[config.mk]
export PLATFORM = sky130hd
export DESIGN_NAME = syn_harness_sig
export DESIGN_NICKNAME = d
export VERILOG_FILES = /design/src/rtl/syn_harness_pkg.sv /design/src/rtl/syn_harness_misr.sv /design/src/rtl/syn_harness_sig.sv
export SDC_FILE = /design/constraint.sdc
export NUM_CORES = 1
export LEC_CHECK = 0
export ABC_CLOCK_PERIOD_IN_PS = 1800
export CORE_MARGIN = 4
export CORE_UTILIZATION = 40
export CTS_BUF_LIST = sky130_fd_sc_hd__clkbuf_8 sky130_fd_sc_hd__clkbuf_16
export CTS_CLUSTER_SIZE = 10
export DETAILED_ROUTE_END_ITERATION = 8
export SLEW_MARGIN = 20
export SYNTH_ARGS = -nofsm -noshare
export SYNTH_HDL_FRONTEND = slang
export SYNTH_SLANG_ARGS = --single-unit
[constraint.sdc]
create_clock -name clk -period 1.8 [get_ports clk]
set_clock_uncertainty 0.15 [all_clocks]
set_input_delay 0.45 -clock clk [delete_from_list [all_inputs] [get_ports clk]]
set_output_delay 0.45 -clock clk [all_outputs]
set_load 0.03 [all_outputs]
[src/rtl/syn_harness_pkg.sv]
// Shared definitions for the serial signature compactor: FSM encodings,
// the all-ones seed and the default CRC polynomial.
package syn_harness_pkg;

  typedef enum logic [1:0] {
    ST_IDLE  = 2'd0,
    ST_ACCUM = 2'd1,
    ST_HOLD  = 2'd2
  } state_e;

  // Wide enough for any practical signature; users slice the low bits.
  localparam logic [63:0] SEED_ONES    = '1;
  localparam logic [15:0] DEFAULT_POLY = 16'h1021;

endpackage

[src/rtl/syn_harness_misr.sv]
// Galois-form signature step register: seed load has priority over the
// per-bit fold; next_o exposes the value the register takes when enabled.
module syn_harness_misr
  import syn_harness_pkg::*;
#(
  parameter int                   SIG_WIDTH = 16,
  parameter logic [SIG_WIDTH-1:0] POLY      = SIG_WIDTH'(DEFAULT_POLY)
) (
  input  logic                 clk,
  input  logic                 load_i,
  input  logic                 en_i,
  input  logic                 bit_i,
  output logic [SIG_WIDTH-1:0] next_o
);

  localparam logic [SIG_WIDTH-1:0] SEED = SEED_ONES[SIG_WIDTH-1:0];

  logic [SIG_WIDTH-1:0] acc_q;
  logic [SIG_WIDTH-1:0] acc_d;
  logic                 fb;

  always_comb begin
    fb     = acc_q[SIG_WIDTH-1] ^ bit_i;
    next_o = {acc_q[SIG_WIDTH-2:0], 1'b0} ^ (fb ? POLY : '0);
    acc_d  = acc_q;
    if (load_i) begin
      acc_d = SEED;
    end else if (en_i) begin
      acc_d = next_o;
    end
  end

  // Datapath only: always seeded before use, so no reset is needed.
  always_ff @(posedge clk) begin
    acc_q <= acc_d;
  end

endmodule

[src/rtl/syn_harness_sig.sv]
// Serial signature compactor: folds WIN_LEN harness bits into a MISR and
// offers the result on a valid/ready port. SYN_HARNESS_SIG_AUTO_EN selects
// continuous back-to-back windows with a sticky overrun flag.
module syn_harness_sig
  import syn_harness_pkg::*;
#(
  parameter int                   SIG_WIDTH = 16,
  parameter int                   WIN_LEN   = 256,
  parameter logic [SIG_WIDTH-1:0] POLY      = SIG_WIDTH'(DEFAULT_POLY)
) (
  input  logic                 clk,
  input  logic                 rst_n,
  input  logic                 start,
  input  logic                 bit_in,
  output logic [SIG_WIDTH-1:0] sig_out,
  output logic                 sig_valid,
  input  logic                 sig_ready,
  output logic                 busy,
  output logic                 overrun
);

  localparam int            CW   = $clog2(WIN_LEN + 1);
  localparam logic [CW-1:0] LAST = CW'(WIN_LEN - 1);

  state_e               state_q;
  logic [CW-1:0]        cnt_q;
  logic [SIG_WIDTH-1:0] sig_q;
  logic                 vld_q;
  logic [SIG_WIDTH-1:0] sig_next;
  logic                 last_bit;
  logic                 seed_load;

  assign last_bit = (state_q == ST_ACCUM) && (cnt_q == LAST);

`ifdef SYN_HARNESS_SIG_AUTO_EN
  // Reseed on completion so the next window folds from the very next edge.
  assign seed_load = ((state_q == ST_IDLE) && start) || last_bit;
`else
  assign seed_load = (state_q == ST_IDLE) && start;
`endif

  syn_harness_misr #(
    .SIG_WIDTH (SIG_WIDTH),
    .POLY      (POLY)
  ) u_misr (
    .clk    (clk),
    .load_i (seed_load),
    .en_i   (state_q == ST_ACCUM),
    .bit_i  (bit_in),
    .next_o (sig_next)
  );

  always_ff @(posedge clk or negedge rst_n) begin
    if (!rst_n) begin
      state_q <= ST_IDLE;
      cnt_q   <= '0;
      sig_q   <= '0;
      vld_q   <= 1'b0;
    end else begin
      case (state_q)
        ST_IDLE: begin
          if (start) begin
            state_q <= ST_ACCUM;
            cnt_q   <= '0;
          end
        end
        ST_ACCUM: begin
          if (last_bit) begin
            cnt_q <= '0;
            sig_q <= sig_next;
            vld_q <= 1'b1;
`ifndef SYN_HARNESS_SIG_AUTO_EN
            state_q <= ST_HOLD;
`endif
          end else begin
            cnt_q <= cnt_q + 1'b1;
`ifdef SYN_HARNESS_SIG_AUTO_EN
            if (vld_q && sig_ready) begin
              vld_q <= 1'b0;
            end
`endif
          end
        end
        ST_HOLD: begin
          if (sig_ready) begin
            vld_q   <= 1'b0;
            state_q <= ST_IDLE;
          end
        end
        default: state_q <= ST_IDLE;
      endcase
    end
  end

`ifdef SYN_HARNESS_SIG_AUTO_EN
  logic ovr_q;

  always_ff @(posedge clk or negedge rst_n) begin
    if (!rst_n) begin
      ovr_q <= 1'b0;
    end else if (last_bit && vld_q && !sig_ready) begin
      ovr_q <= 1'b1;
    end
  end

  assign overrun = ovr_q;
`else
  assign overrun = 1'b0;
`endif

  assign sig_out   = sig_q;
  assign sig_valid = vld_q;
  assign busy      = (state_q == ST_ACCUM);

endmodule

==> flow_summary.yaml <==
detailed_routing:
  met2WireLength_um: 1631
  totalWireLength_um: 3209
  m1WireLength_um: 1404
  topRoutingLayerUsed: "met4"
  first_iter_violations: 32
  postRouteAntennaNets: 0
  routedWlPerCell_um: 14.45
  drtPass1Iterations: 4
  drc: 0
  vias_per_cell: 5.239
  wl_met3_um: 125
  dr_total_vias: 1163
power_and_ir_drop:
  power.leakage_nw: 1.081
  ir_drop_mv: 0.6017
  cellPowerDensity_nw_per_um2: 1337
  p_total_mw: 2.965
layout:
  syn_to_final_growth_pct: 23.31
  diodes: 0
  layoutNonFillerInstCount: 222
  fin_nets: 175
  drive_above_1_share_pct: 23.53
  fin_util_pct: 50.92
clock_network:
  cts_tree: "built"
  clock_latency_ps: 290
  cts_buffer_depth: 2
  htree_levels: 2
  numCtsBuffers: 5
  cts_num_sinks: 44
  cts_root_buf: "clkbuf_8"
  clkTransAtPathRegs_ps: 80
die:
  initial_core_util_pct: 41.29
  dieArea_um2: 5632
  die_y_um: 75.05
  die_w_um: 75.05
  pin_count: 24
  num_rows: 24
  fp.coreArea_um2: 4354
worst_setup_path:
  cp_max_fo: 10
  crit_path_end_kind: "output pin"
  worst_ep_required_time_ps: 1200
  start_kind: "register"
  critPathArrivalTime_ps: 1140
  critPathKind: "register to output pin"
placed_design:
  dp_cells: 213
  port_buffers: 22
  place_congestion: 0.7966
  dp.final_hpwl_um: 2204
sta:
  rsz0062_at_grt: "false"
  fin_crit_sh_pct: 96.51
  relSlewSlack_pct: 62.69
  fmax_mhz: 575.6
  hold_violations: 0
  period_needed_ps: 1737
  worst_pin_slew_ps: 558.4
  finalSetupViolCount: 0
  slew_viol_final: 0
logic_synthesis:
  yosysUniqueCellTypes: 36
  synth_top_area_share_pct: 38.97
  ys_seq_area_share_pct: 56.78
  ys.flop_type: "dfrtp_1"
  synth_edf_count: 0
  synth_nets: 146
  synth_warnings: 0
  yosysMostFrequentCell: "dfrtp_1"
  yosys-top-cells-area: "dfrtp_1 39%, dfxtp_1 18%, mux2_4 12%"
  synth_largest_area_cell: "dfrtp_1"
  yosys_register_bits: 44
  synthCells: 140
  syn_area_um2: 1798
  synth.cells.most_frequent: "28 x dfrtp_1, 16 x dfxtp_1, 14 x mux2_4, 14 x o22a_1"
  synthArstFlopShare_pct: 63.64
  postSynthAreaPerCell_um2: 12.84
global_route:
  grt_pass1_vias: 1188
  track_usage_pct: 13.08
  antenna_found_initial: 0
  grt_max_degree: 29
  grt_overflow: 0
  grt_first_pass_wirelength_um: 5602
status:
  status: "complete, no violations"
job:
  drv_cap: 0
min_path:
  hp-class: "register to register"
==> state kept, by name (all words and copies together) (netlist names) <==
name,flops
u_misr.acc_q,16
sig_valid,1
sig_out,16
state_q,2
cnt_q,9
==> placed cells by master (no fill, tap or decap), drive strengths merged <==
| cell type | count |
|---|---|
| a21oi | 9 |
| a22o | 1 |
| a31oi | 2 |
| and3 | 2 |
| and4 | 2 |
| and4b | 1 |
| buf | 10 |
| bufinv | 1 |
| clkbuf | 5 |
| clkdlybuf4s50 | 4 |
| clkinv | 1 |
| conb | 1 |
| dfrtp | 28 |
| dfxtp | 16 |
| dlygate4sd2 | 17 |
| ha | 1 |
| inv | 5 |
| mux2 | 15 |
| mux2i | 3 |
| nand2 | 6 |
| nand2b | 3 |
| nand3 | 5 |
| nand4 | 2 |
| nor2 | 2 |
| o21ai | 8 |
| o21ba | 1 |
| o21bai | 1 |
| o22a | 14 |
| o22ai | 1 |
| xnor2 | 2 |
| xor2 | 1 |
==> logic make-up (layout without fill, tap and decap cells) <==
logic type	after synthesis	count (layout)	share of synthesized area (%)
compound gates	37	37	14.27
xor+xnor	3	3	1.462
fa+ha+maj	1	1	0.6958
buf+inv	13	43	4.662
flops	44	44	56.79
mux	18	18	13.99
other cells	1	1	0.2086
simple gates	23	23	7.934
==> worst max-delay path, cell delays in order, from the launching register on <==
cell,delay [ps]
dfrtp_1,410
nand2b_4,190
inv_8,110
buf_6,130
==> routing by layer <==
| layer | global-route usage, % | vias up |
|---|---|---|
| met2 | 22.34 | 19 |
| met4 | 3.953 | 0 |
| met1 | 15.73 | 577 |
| met3 | 4.139 | 7 |
| met5 | 0 | - |
| li1 | - | 560 |
==> through the flow <==
stage	setup slack (ps)	setup TNS [ps]	hold WS, ps	area, um2
3_3_place_gp	-42.12	-49.27	307.3	2102
4_1_cts	25.11	0	329.6	2196
6_report	62.79	0	325.1	2217
3_5_place_dp	-73.92	-207.9	318.0	2102
2_1_floorplan	121.2	0	4.409	1798
5_1_grt	5.867	0	349.8	2217
==> report_power, final <==
part           switching (mW)  total (mW)  internal [mW]
registers               0.241        1.53           1.29
logic                   0.297       0.712          0.415
clock network           0.314       0.720          0.406
total                   0.852        2.97           2.11
==> repair_timing <==
action,4_1_cts,5_1_grt
setup buffers,0,1
setup endpoints to repair,18,5
hold buffers,0,0
resized for setup,19,3
==> worst paths after layout <==
path	start	endpoint	slack, ps	depth (start not counted)
max	state_q[1]	busy	60	3
min	sig_out[5]	sig_out[5]	330	2
max reg2reg	cnt_q[0]	sig_out[7]	90	5
min reg2reg	sig_out[5]	sig_out[5]	330	2
max in group asynchronous	rst_n	sig_out[7]	820	2
min in group asynchronous	rst_n	sig_out[14]	390	2
==> area by class of cell <==
class	count	area (um2)
Clock buffer	5	68.82
Clock inverter	3	38.79
Fill cell	388	2137
Inverter	4	22.52
Multi-Input combinational cell	83	708.2
Sequential cell	44	1021
Tap cell	52	65.06
Timing Repair Buffer	31	292.8
Power figures use the tool's default switching activity.
